### src/rtl/gray_pkg.sv
// Shared types and helpers for the Gray-code output monitor.
package gray_pkg;

    localparam int GRAY_W_DEFAULT = 3;

    typedef enum logic [1:0] {
        IDLE   = 2'd0,
        TRACK  = 2'd1,
        RESYNC = 2'd2
    } mon_state_t;

    // Width-generic Gray-to-binary conversion. Narrower codes are passed
    // zero-extended; zero upper bits leave the lower result bits unchanged,
    // so one routine covers every width up to 32 bits.
    function automatic logic [31:0] gray2bin(input logic [31:0] g);
        logic [31:0] b;
        b[31] = g[31];
        for (int i = 30; i >= 0; i--) begin
            b[i] = b[i+1] ^ g[i];
        end
        return b;
    endfunction

endpackage

### src/rtl/gray2bin_comb.sv
// Purely combinational Gray-to-binary converter.
module gray2bin_comb #(
    parameter int WIDTH = 3
) (
    input  logic [WIDTH-1:0] gray_i,
    output logic [WIDTH-1:0] bin_o
);

    // Each binary bit is the XOR of the Gray bits from the MSB down to
    // itself. This form avoids a bit-to-bit dependency chain on one vector.
    for (genvar i = 0; i < WIDTH; i++) begin : g_bit
        assign bin_o[i] = ^gray_i[WIDTH-1:i];
    end

endmodule

### src/rtl/gray_monitor.sv
// Checks that an upstream Gray counter only holds or advances by one,
// counts wrap-arounds and flags illegal steps.
module gray_monitor
    import gray_pkg::*;
#(
    parameter int WIDTH = GRAY_W_DEFAULT,
    parameter int CNT_W = 8
) (
    input  logic             Clk,
    input  logic             Reset,
    input  logic             En,
    input  logic [WIDTH-1:0] GrayIn,
    input  logic             OvfIn,
    output logic [WIDTH-1:0] Binary,
    output logic             Locked,
    output logic             StepErr,
    output logic             ErrSticky,
    output logic             OvfSeen,
    output logic [CNT_W-1:0] Wraps,
    output logic [CNT_W-1:0] ErrCnt
);

    localparam logic [WIDTH-1:0] CODE_MAX = '1;
    localparam logic [WIDTH-1:0] CODE_ONE = WIDTH'(1);
    localparam logic [CNT_W-1:0] CNT_MAX  = '1;
    localparam logic [CNT_W-1:0] CNT_ONE  = CNT_W'(1);

    mon_state_t       state_q, state_d;
    logic [WIDTH-1:0] ref_q, ref_d;
    logic [WIDTH-1:0] bin_q, bin_d;
    logic             step_err_q, step_err_d;
    logic             err_sticky_q, err_sticky_d;
    logic             ovf_seen_q, ovf_seen_d;
    logic [CNT_W-1:0] wraps_q, wraps_d;
    logic [CNT_W-1:0] err_cnt_q, err_cnt_d;
    logic [WIDTH-1:0] cur;

    gray2bin_comb #(.WIDTH(WIDTH)) u_conv (
        .gray_i (GrayIn),
        .bin_o  (cur)
    );

    // Next-state: everything holds unless En samples; the error pulse
    // always defaults low so it lasts exactly one cycle.
    always_comb begin
        state_d      = state_q;
        ref_d        = ref_q;
        bin_d        = bin_q;
        step_err_d   = 1'b0;
        err_sticky_d = err_sticky_q;
        ovf_seen_d   = ovf_seen_q;
        wraps_d      = wraps_q;
        err_cnt_d    = err_cnt_q;
        if (En) begin
            bin_d = cur;
            if (OvfIn) ovf_seen_d = 1'b1;
            case (state_q)
                IDLE, RESYNC: begin
                    // (Re)acquire the reference without checking.
                    ref_d   = cur;
                    state_d = TRACK;
                end
                TRACK: begin
                    if (cur == ref_q) begin
                        // hold
                    end else if (ref_q != CODE_MAX && cur == ref_q + CODE_ONE) begin
                        ref_d = cur;
                    end else if (ref_q == CODE_MAX && cur == '0) begin
                        ref_d = '0;
                        if (wraps_q != CNT_MAX) wraps_d = wraps_q + CNT_ONE;
                    end else begin
                        step_err_d   = 1'b1;
                        err_sticky_d = 1'b1;
                        if (err_cnt_q != CNT_MAX) err_cnt_d = err_cnt_q + CNT_ONE;
                        state_d      = RESYNC;
                    end
                end
                default: state_d = IDLE;
            endcase
        end
    end

    // State registers, cleared asynchronously on Reset.
    always_ff @(posedge Clk or posedge Reset) begin
        if (Reset) begin
            state_q      <= IDLE;
            ref_q        <= '0;
            bin_q        <= '0;
            step_err_q   <= 1'b0;
            err_sticky_q <= 1'b0;
            ovf_seen_q   <= 1'b0;
            wraps_q      <= '0;
            err_cnt_q    <= '0;
        end else begin
            state_q      <= state_d;
            ref_q        <= ref_d;
            bin_q        <= bin_d;
            step_err_q   <= step_err_d;
            err_sticky_q <= err_sticky_d;
            ovf_seen_q   <= ovf_seen_d;
            wraps_q      <= wraps_d;
            err_cnt_q    <= err_cnt_d;
        end
    end

    assign Binary    = bin_q;
    assign Locked    = (state_q == TRACK);
    assign StepErr   = step_err_q;
    assign ErrSticky = err_sticky_q;
    assign OvfSeen   = ovf_seen_q;
    assign Wraps     = wraps_q;
    assign ErrCnt    = err_cnt_q;

endmodule

### config.mk
export PLATFORM = sky130hd
export DESIGN_NAME = gray_monitor
export DESIGN_NICKNAME = d
export VERILOG_FILES = /design/src/rtl/gray_pkg.sv /design/src/rtl/gray2bin_comb.sv /design/src/rtl/gray_monitor.sv
export SDC_FILE = /design/constraint.sdc
export NUM_CORES = 1
export LEC_CHECK = 0
export CAP_MARGIN = 5
export CORE_MARGIN = 2
export CORE_UTILIZATION = 51
export CTS_CLUSTER_SIZE = 8
export DETAILED_ROUTE_END_ITERATION = 8
export PLACE_DENSITY = 0.79
export SETUP_SLACK_MARGIN = 0.2
export SLEW_MARGIN = 30
export SYNTH_ARGS = -nofsm -noshare
export SYNTH_HDL_FRONTEND = slang
export SYNTH_SLANG_ARGS = --single-unit
### constraint.sdc
create_clock -name Clk -period 2.6 [get_ports Clk]
set_input_delay 0.52 -clock Clk [delete_from_list [all_inputs] [get_ports Clk]]
set_output_delay 0.52 -clock Clk [all_outputs]
set_load 0.005 [all_outputs]
==> results.cfg, run 1 <==
[synth]
synth_edf_count = 0
netlist.area_leader.share_pct = 45.3
netlist_area_um2 = 1490
ys.warnings.count = 0
synthTopCellsByArea = dfrtp_1 (45%), xor2_1 (6.5%), mux2_2 (4.5%)
async_flop_share_pct = 100
synthCells = 129
synthFlopType = dfrtp_1
syn_avg_cell_area_um2 = 11.6
synthDistinctLibCells = 43
synth_fp_nets = 140
yosysSeqAreaShare_pct = 45.3
ys_seq_elements = 27
synth_top_area_cell = dfrtp_1

[worst_setup_path]
critPathBufInv = 0
max_stage_delay_ns = 0.46
cp-end-kind = register
criticalPathCategory = reg2reg
start_kind = register
cp_max_fo = 10
crit_arrival_ns = 2.52
cp_common_cell = ha_1
required_ns = 2.82
worstPathCellList = ha_1, ha_1, and2_1, mux2i_2, o31ai_4, nor3_2, mux2_2
cpMaxStageDelayCell = dfrtp_2
crit_family = multiplexers

[clock_tree]
cts_inserted_buffers = 3
path_clk_slew_ns = 0.15
worstSkewPairLatency_ns = 0.34
clock-sinks = 27
root_buffer = clkbuf_4
htree_levels = 1
cts_tree = done
cts_buffer_depth = 2

[sta]
hold_viol_final = 0
tightest_slew_ns = 0.497
skew_ns = 0.0154
finalCriticalPeriod_ns = 2.29
slew_headroom_pct = 66.9
finalSetupTns_ns = 0
fin_crit_sh_pct = 88.2
setup_violations = 0
fmax_mhz = 436
worst_slack_ns = 0.308
drv_slew = 0
rsz0062_at_grt = yes

[global_routing]
grt_pass1_wl_um = 5170
grt_max_degree = 28
grt_antenna_before_repair = 0
grt_pass1_vias = 1182
grt_usage_pct = 20.2
overflow = 0

[route]
post-route-drc-count = 0
ant_nets = 0
wl_per_cell_um = 14.5
dr_wl_met2_um = 1470
dr_wl_met3_um = 103
vias = 1128
viasPerCell = 5.56
drt-total-wl_um = 2930
drtIter0Drc = 31
wl_met1_um = 1320
dr.pass1.iters = 4
top_layer = met4

[floorplanning]
io_pins = 30
die_h_um = 58.1
core-area_um2 = 2760
fp.dieArea_um2 = 3380
initial_core_util_pct = 54.1
rows = 19
dieWidth_um = 58.1

[finish]
drive_gt1_share_pct = 22.7
fin_cells = 203
area_growth_pct = 29.8
antenna_cells = 0
nets = 184

[pwr]
power.total_uw = 1570
ir_drop_uv = 756
p_leak_uw = 0.000851
p_per_area_nw_per_um2 = 809

[placement]
dp_hpwl_um = 2260
gp_congestion = 0.815
place_ws_ns = -0.0196
dp_cells = 198
portBuffers = 29

[job]
cap_viol_max_count = 0

[outcome]
status = finished, final reports clean

[min_path]
hp-class = reg2reg
[layout by cell type (no fill, tap or decap), drive strengths merged, types with 2 or more instances in the layout]
cell           netlist  final
mux2                 6      6
nand2                6      6
or3                  3      3
and3                 2      2
nor4                 4      4
o31ai                2      2
inv                  6      6
xor2                13     13
clkbuf               1      3
nand3                9      9
dfrtp               27     27
xnor2                4      4
nand4                3      3
ha                   4      4
clkdlybuf4s50        0     29
and2                 3      3
o2bb2ai              2      2
nor3                 8      8
nor2                 6      6
a21oi                2      2
buf                  1     12
[final timing paths]
kind                            from        end  slack, ns  cells after the start
min reg2reg                ErrSticky  ErrSticky       0.49                      1
max in group asynchronous      Reset   ref_q[0]       1.80                      3
min                        ErrSticky  ErrSticky       0.49                      1
min in group asynchronous      Reset  ErrSticky       0.52                      3
max                         ref_q[0]  ErrCnt[1]       0.31                      7
max reg2reg                 ref_q[0]  ErrCnt[1]       0.31                      7
[cells by family after synthesis]
logic type      after synthesis  share of synthesized area (%)
compound gates               15                           10.6
xor+xnor                     17                           11.5
fa+ha+maj                     4                           3.35
buf+inv                       8                           2.51
flops                        27                           45.3
mux                           7                           5.45
simple gates                 51                           21.4
[per-layer routing]
layer  up-vias  track usage (%)
li1        551                -
met3         6             5.13
met5         -                0
met4         0             8.97
met1       548             24.5
met2        23             33.8
[per-stage QoR]
step                hold slack (ns)  utilization, %  instance area [um^2]
floorplan                     0.451               -                  1490
global placement              0.441            68.5                  1890
detailed placement            0.458            68.5                  1890
CTS                           0.492            69.5                  1920
global route                  0.514            70.3                  1940
finish                        0.487            70.3                  1940
[state kept, by name (all words and copies together), names as in the netlist]
register,count
ErrCnt,8
OvfSeen,1
Binary,3
StepErr,1
state_q,2
ref_q,3
ErrSticky,1
Wraps,8
[cell type report]
cell class | count | area, um^2
Clock inverter | 1 | 5.00
Fill cell | 217 | 820
Multi-Input combinational cell | 94 | 779
Tap cell | 31 | 38.8
Timing Repair Buffer | 41 | 393
Inverter | 6 | 22.5
Clock buffer | 3 | 22.5
Sequential cell | 27 | 677
[cells in the mapped netlist (2+ instances only)]
library cell  count
xor2_1           11
o31ai_4           2
o2bb2ai_1         2
inv_1             6
xnor2_1           3
mux2_2            6
ha_1              4
nor3_1            7
and2_1            3
and3_1            2
nor4_2            2
nand3_1           8
nor4_1            2
xor2_2            2
nor2_1            6
nand4_1           2
nand2_1           6
a21oi_1           2
or3_1             3
dfrtp_1          27
[power breakdown]
group | internal [uW] | switching [uW]
Clock | 57.9 | 122
Sequential | 514 | 109
Combinational | 407 | 359
[repair_timing]
action,CTS,global route
buffers inserted,0,1
gates resized for setup,0,1
hold buffers,0,0
setup endpoints to repair,0,7
[worst register-to-register path: stages (launching register included)]
cell and delay, ns:
dfrtp_2 0.46, ha_1 0.21, ha_1 0.28, and2_1 0.17, mux2i_2 0.30, o31ai_4 0.18
nor3_2 0.24, mux2_2 0.35
Note: power is estimated with default switching activity, not from simulation.
==> inputs of run 2 (changes only) <==
--- a/config.mk
+++ b/config.mk
@@ -5,12 +5,14 @@
 export SDC_FILE = /design/constraint.sdc
 export NUM_CORES = 1
 export LEC_CHECK = 0
+export ABC_AREA = 1
 export CAP_MARGIN = 5
 export CORE_MARGIN = 2
 export CORE_UTILIZATION = 51
 export CTS_CLUSTER_SIZE = 8
 export DETAILED_ROUTE_END_ITERATION = 8
 export PLACE_DENSITY = 0.79
+export RECOVER_POWER = 100
 export SETUP_SLACK_MARGIN = 0.2
 export SLEW_MARGIN = 30
 export SYNTH_ARGS = -nofsm -noshare
==> run 2 against run 1 <==
Design area fell by 2.5%; wire length shrank 0.34%; critical path depth shrank 4; critical path type is now reg2out; largest cell class unchanged.
==> results.cfg, run 2 <==
[synth]
synth.cells.most_frequent = nand2_1 (58), dfrtp_1 (27), nand3_1 (27), inv_1 (17), xnor2_1 (10)
async_flop_share_pct = 100
synth_edf_count = 0
synthTopCellsByArea = dfrtp_1 (43%), nand2_1 (14%), nand3_1 (8.6%)
netlist_area_um2 = 1570
synth_top_area_cell = dfrtp_1
syn_avg_cell_area_um2 = 8.07
synthFlopType = dfrtp_1
synth_most_common_cell = nand2_1
synthCells = 195
ys_seq_elements = 27
yosysSeqAreaShare_pct = 42.9
synthDistinctLibCells = 23
netlist.area_leader.share_pct = 42.9
ys.warnings.count = 0
synth_fp_nets = 206

[worst_setup_path]
crit_family = buffers and inverters
required_ns = 2.08
cp-end-kind = output pin
start_kind = register
critPathBufInv = 2
crit_arrival_ns = 1.77
cp_max_fo = 7
max_stage_delay_ns = 0.59
cpMaxStageDelayCell = clkdlybuf4s50_1
criticalPathCategory = reg2out
worstPathCellList = inv_1, nor2_1, clkdlybuf4s50_1

[finish]
regArea_um2 = 676
fillers = 281
nets = 240
fin_cells = 261
antenna_cells = 0
mostFrequentLayoutCell = nand2_1
multi_input_area_um2 = 762
area_growth_pct = 20.0
final_util_pct = 62.9
drive_gt1_share_pct = 7.89
layout_common_cells = nand2_1 (61), dfrtp_1 (27), nand3_1 (27)

[sta]
finalSetupTns_ns = 0
setup_violations = 0
finalCriticalPeriod_ns = 2.29
rsz0062_at_grt = no
drv_slew = 0
worst_slack_ns = 0.311
fin_hold_ws_ns = 0.477
fmax_mhz = 437
skew_ns = 0.0103
fin_crit_sh_pct = 88.0
hold_viol_final = 0
tightest_slew_ns = 1.41
slew_headroom_pct = 5.84

[route]
vias = 1352
viasPerCell = 5.18
drtIter0Drc = 47
drt-total-wl_um = 2920
dr.pass1.iters = 4
ant_nets = 0
post-route-drc-count = 0
wl_per_cell_um = 11.2

[floorplanning]
rows = 20
core-area_um2 = 3000
io_pins = 30
fp.dieArea_um2 = 3550
initial_core_util_pct = 52.4
die_h_um = 59.6
dieWidth_um = 59.6

[placement]
dp_hpwl_um = 2230
portBuffers = 29
gp_congestion = 0.838
dp_cells = 257
place_ws_ns = 0.206

[clock_tree]
clock-sinks = 27
cts_inserted_buffers = 3
worstSkewPairLatency_ns = 0.34
post-cts-setup-buffer-count = 0
root_buffer = clkbuf_4
cts_tree = done
cts_buffer_depth = 2
htree_levels = 1
postCtsResizedCells = 0
path_clk_slew_ns = 0.16
ctsHoldBuffers = 0

[pwr]
ir_drop_uv = 316
p_seq_share_pct = 44.1
p_clk_share_pct = 14.7
switchingPower_uw = 517
p_per_area_nw_per_um2 = 691
p_comb_share_pct = 41.1
power.internal_uw = 789
switching_share_pct = 39.6
p_leak_uw = 0.000951

[global_routing]
overflow = 0
grt_max_degree = 28
grt_antenna_before_repair = 0
grt_pass1_vias = 1217
grt_usage_pct = 18.4
grt_pass1_wl_um = 5020

[min_path]
hp-class = reg2reg

[outcome]
status = finished, final reports clean

[job]
cap_viol_max_count = 0
[run 2: cell count changes in the layout (fill, tap and decap cells not counted), moves of 7 or more]
cell	delta
nand2_1	+55
clkdlybuf4s50_1	-24
dlygate4sd3_1	+24
nand3_1	+19
inv_1	+11
buf_4	-10
o21ai_0	+9
xor2_1	-9
nor3_1	-7
xnor2_1	+7
[run 2: cells by family (layout without fill, tap and decap cells)]
| family | count (synthesis) | count (layout) | share of synthesized area, % |
|---|---|---|---|
| adders and majority gates | 4 | 4 | 3.18 |
| and+or+nand+nor | 109 | 109 | 31.6 |
| DFF | 27 | 27 | 42.9 |
| AOI/OAI and AO/OA | 20 | 20 | 9.14 |
| buffers and inverters | 23 | 56 | 6.52 |
| xor gates and xnor gates | 12 | 12 | 6.68 |
[run 2: worst paths after layout]
| check | start | to | slack, ns | depth (start not counted) |
|---|---|---|---|---|
| worst max-delay path | state_q[0] | Locked | 0.31 | 3 |
| worst min-delay path | OvfSeen | OvfSeen | 0.48 | 1 |
| worst max register to register | ref_q[0] | ErrCnt[7] | 0.58 | 10 |
| worst min register to register | OvfSeen | OvfSeen | 0.48 | 1 |
| max in group asynchronous | Reset | ref_q[1] | 0.71 | 3 |
| min in group asynchronous | Reset | Wraps[1] | 1.06 | 3 |
[run 2: through the flow]
| step | total power, uW | cell area, um^2 |
|---|---|---|
| after floorplan | 970 | 1570 |
| after global placement | 1150 | 1900 |
| after detailed placement | 1160 | 1900 |
| after CTS | 1360 | 1930 |
| after global routing | 1430 | 1890 |
| final | 1310 | 1890 |
[run 2: power by group through the flow]
stage | clock network (uW) | logic, uW | registers (uW)
floorplan | 0 | 395 | 576
global placement | 0 | 565 | 589
detailed placement | 0 | 575 | 590
CTS | 200 | 576 | 582
global route | 216 | 620 | 593
finish | 192 | 537 | 577
[run 2: worst reg2reg max path, delay by kind of cell, from the launching register on]
kind            cells  cell delay, ns
compound gates      1            0.15
fa+ha+maj           2            0.51
flops               1            0.46
simple gates        7            0.81
[run 2: layer usage]
layer,global-route usage (%),vias up,share of wire [%]
met1,24.3,612,48
met5,0,-,0
li1,-,702,-
met4,5.71,0,1.6
met3,2.62,5,5.6
met2,31.1,33,44
[run 2: layout make-up]
cell class	count	area share, %
flip-flops and latches	27	35.8
clock buffers	3	1.19
repair buffers	32	16.2
well taps	33	2.19
clock inverters	1	0.397
multi-input cells	145	40.3
inverters	20	3.97
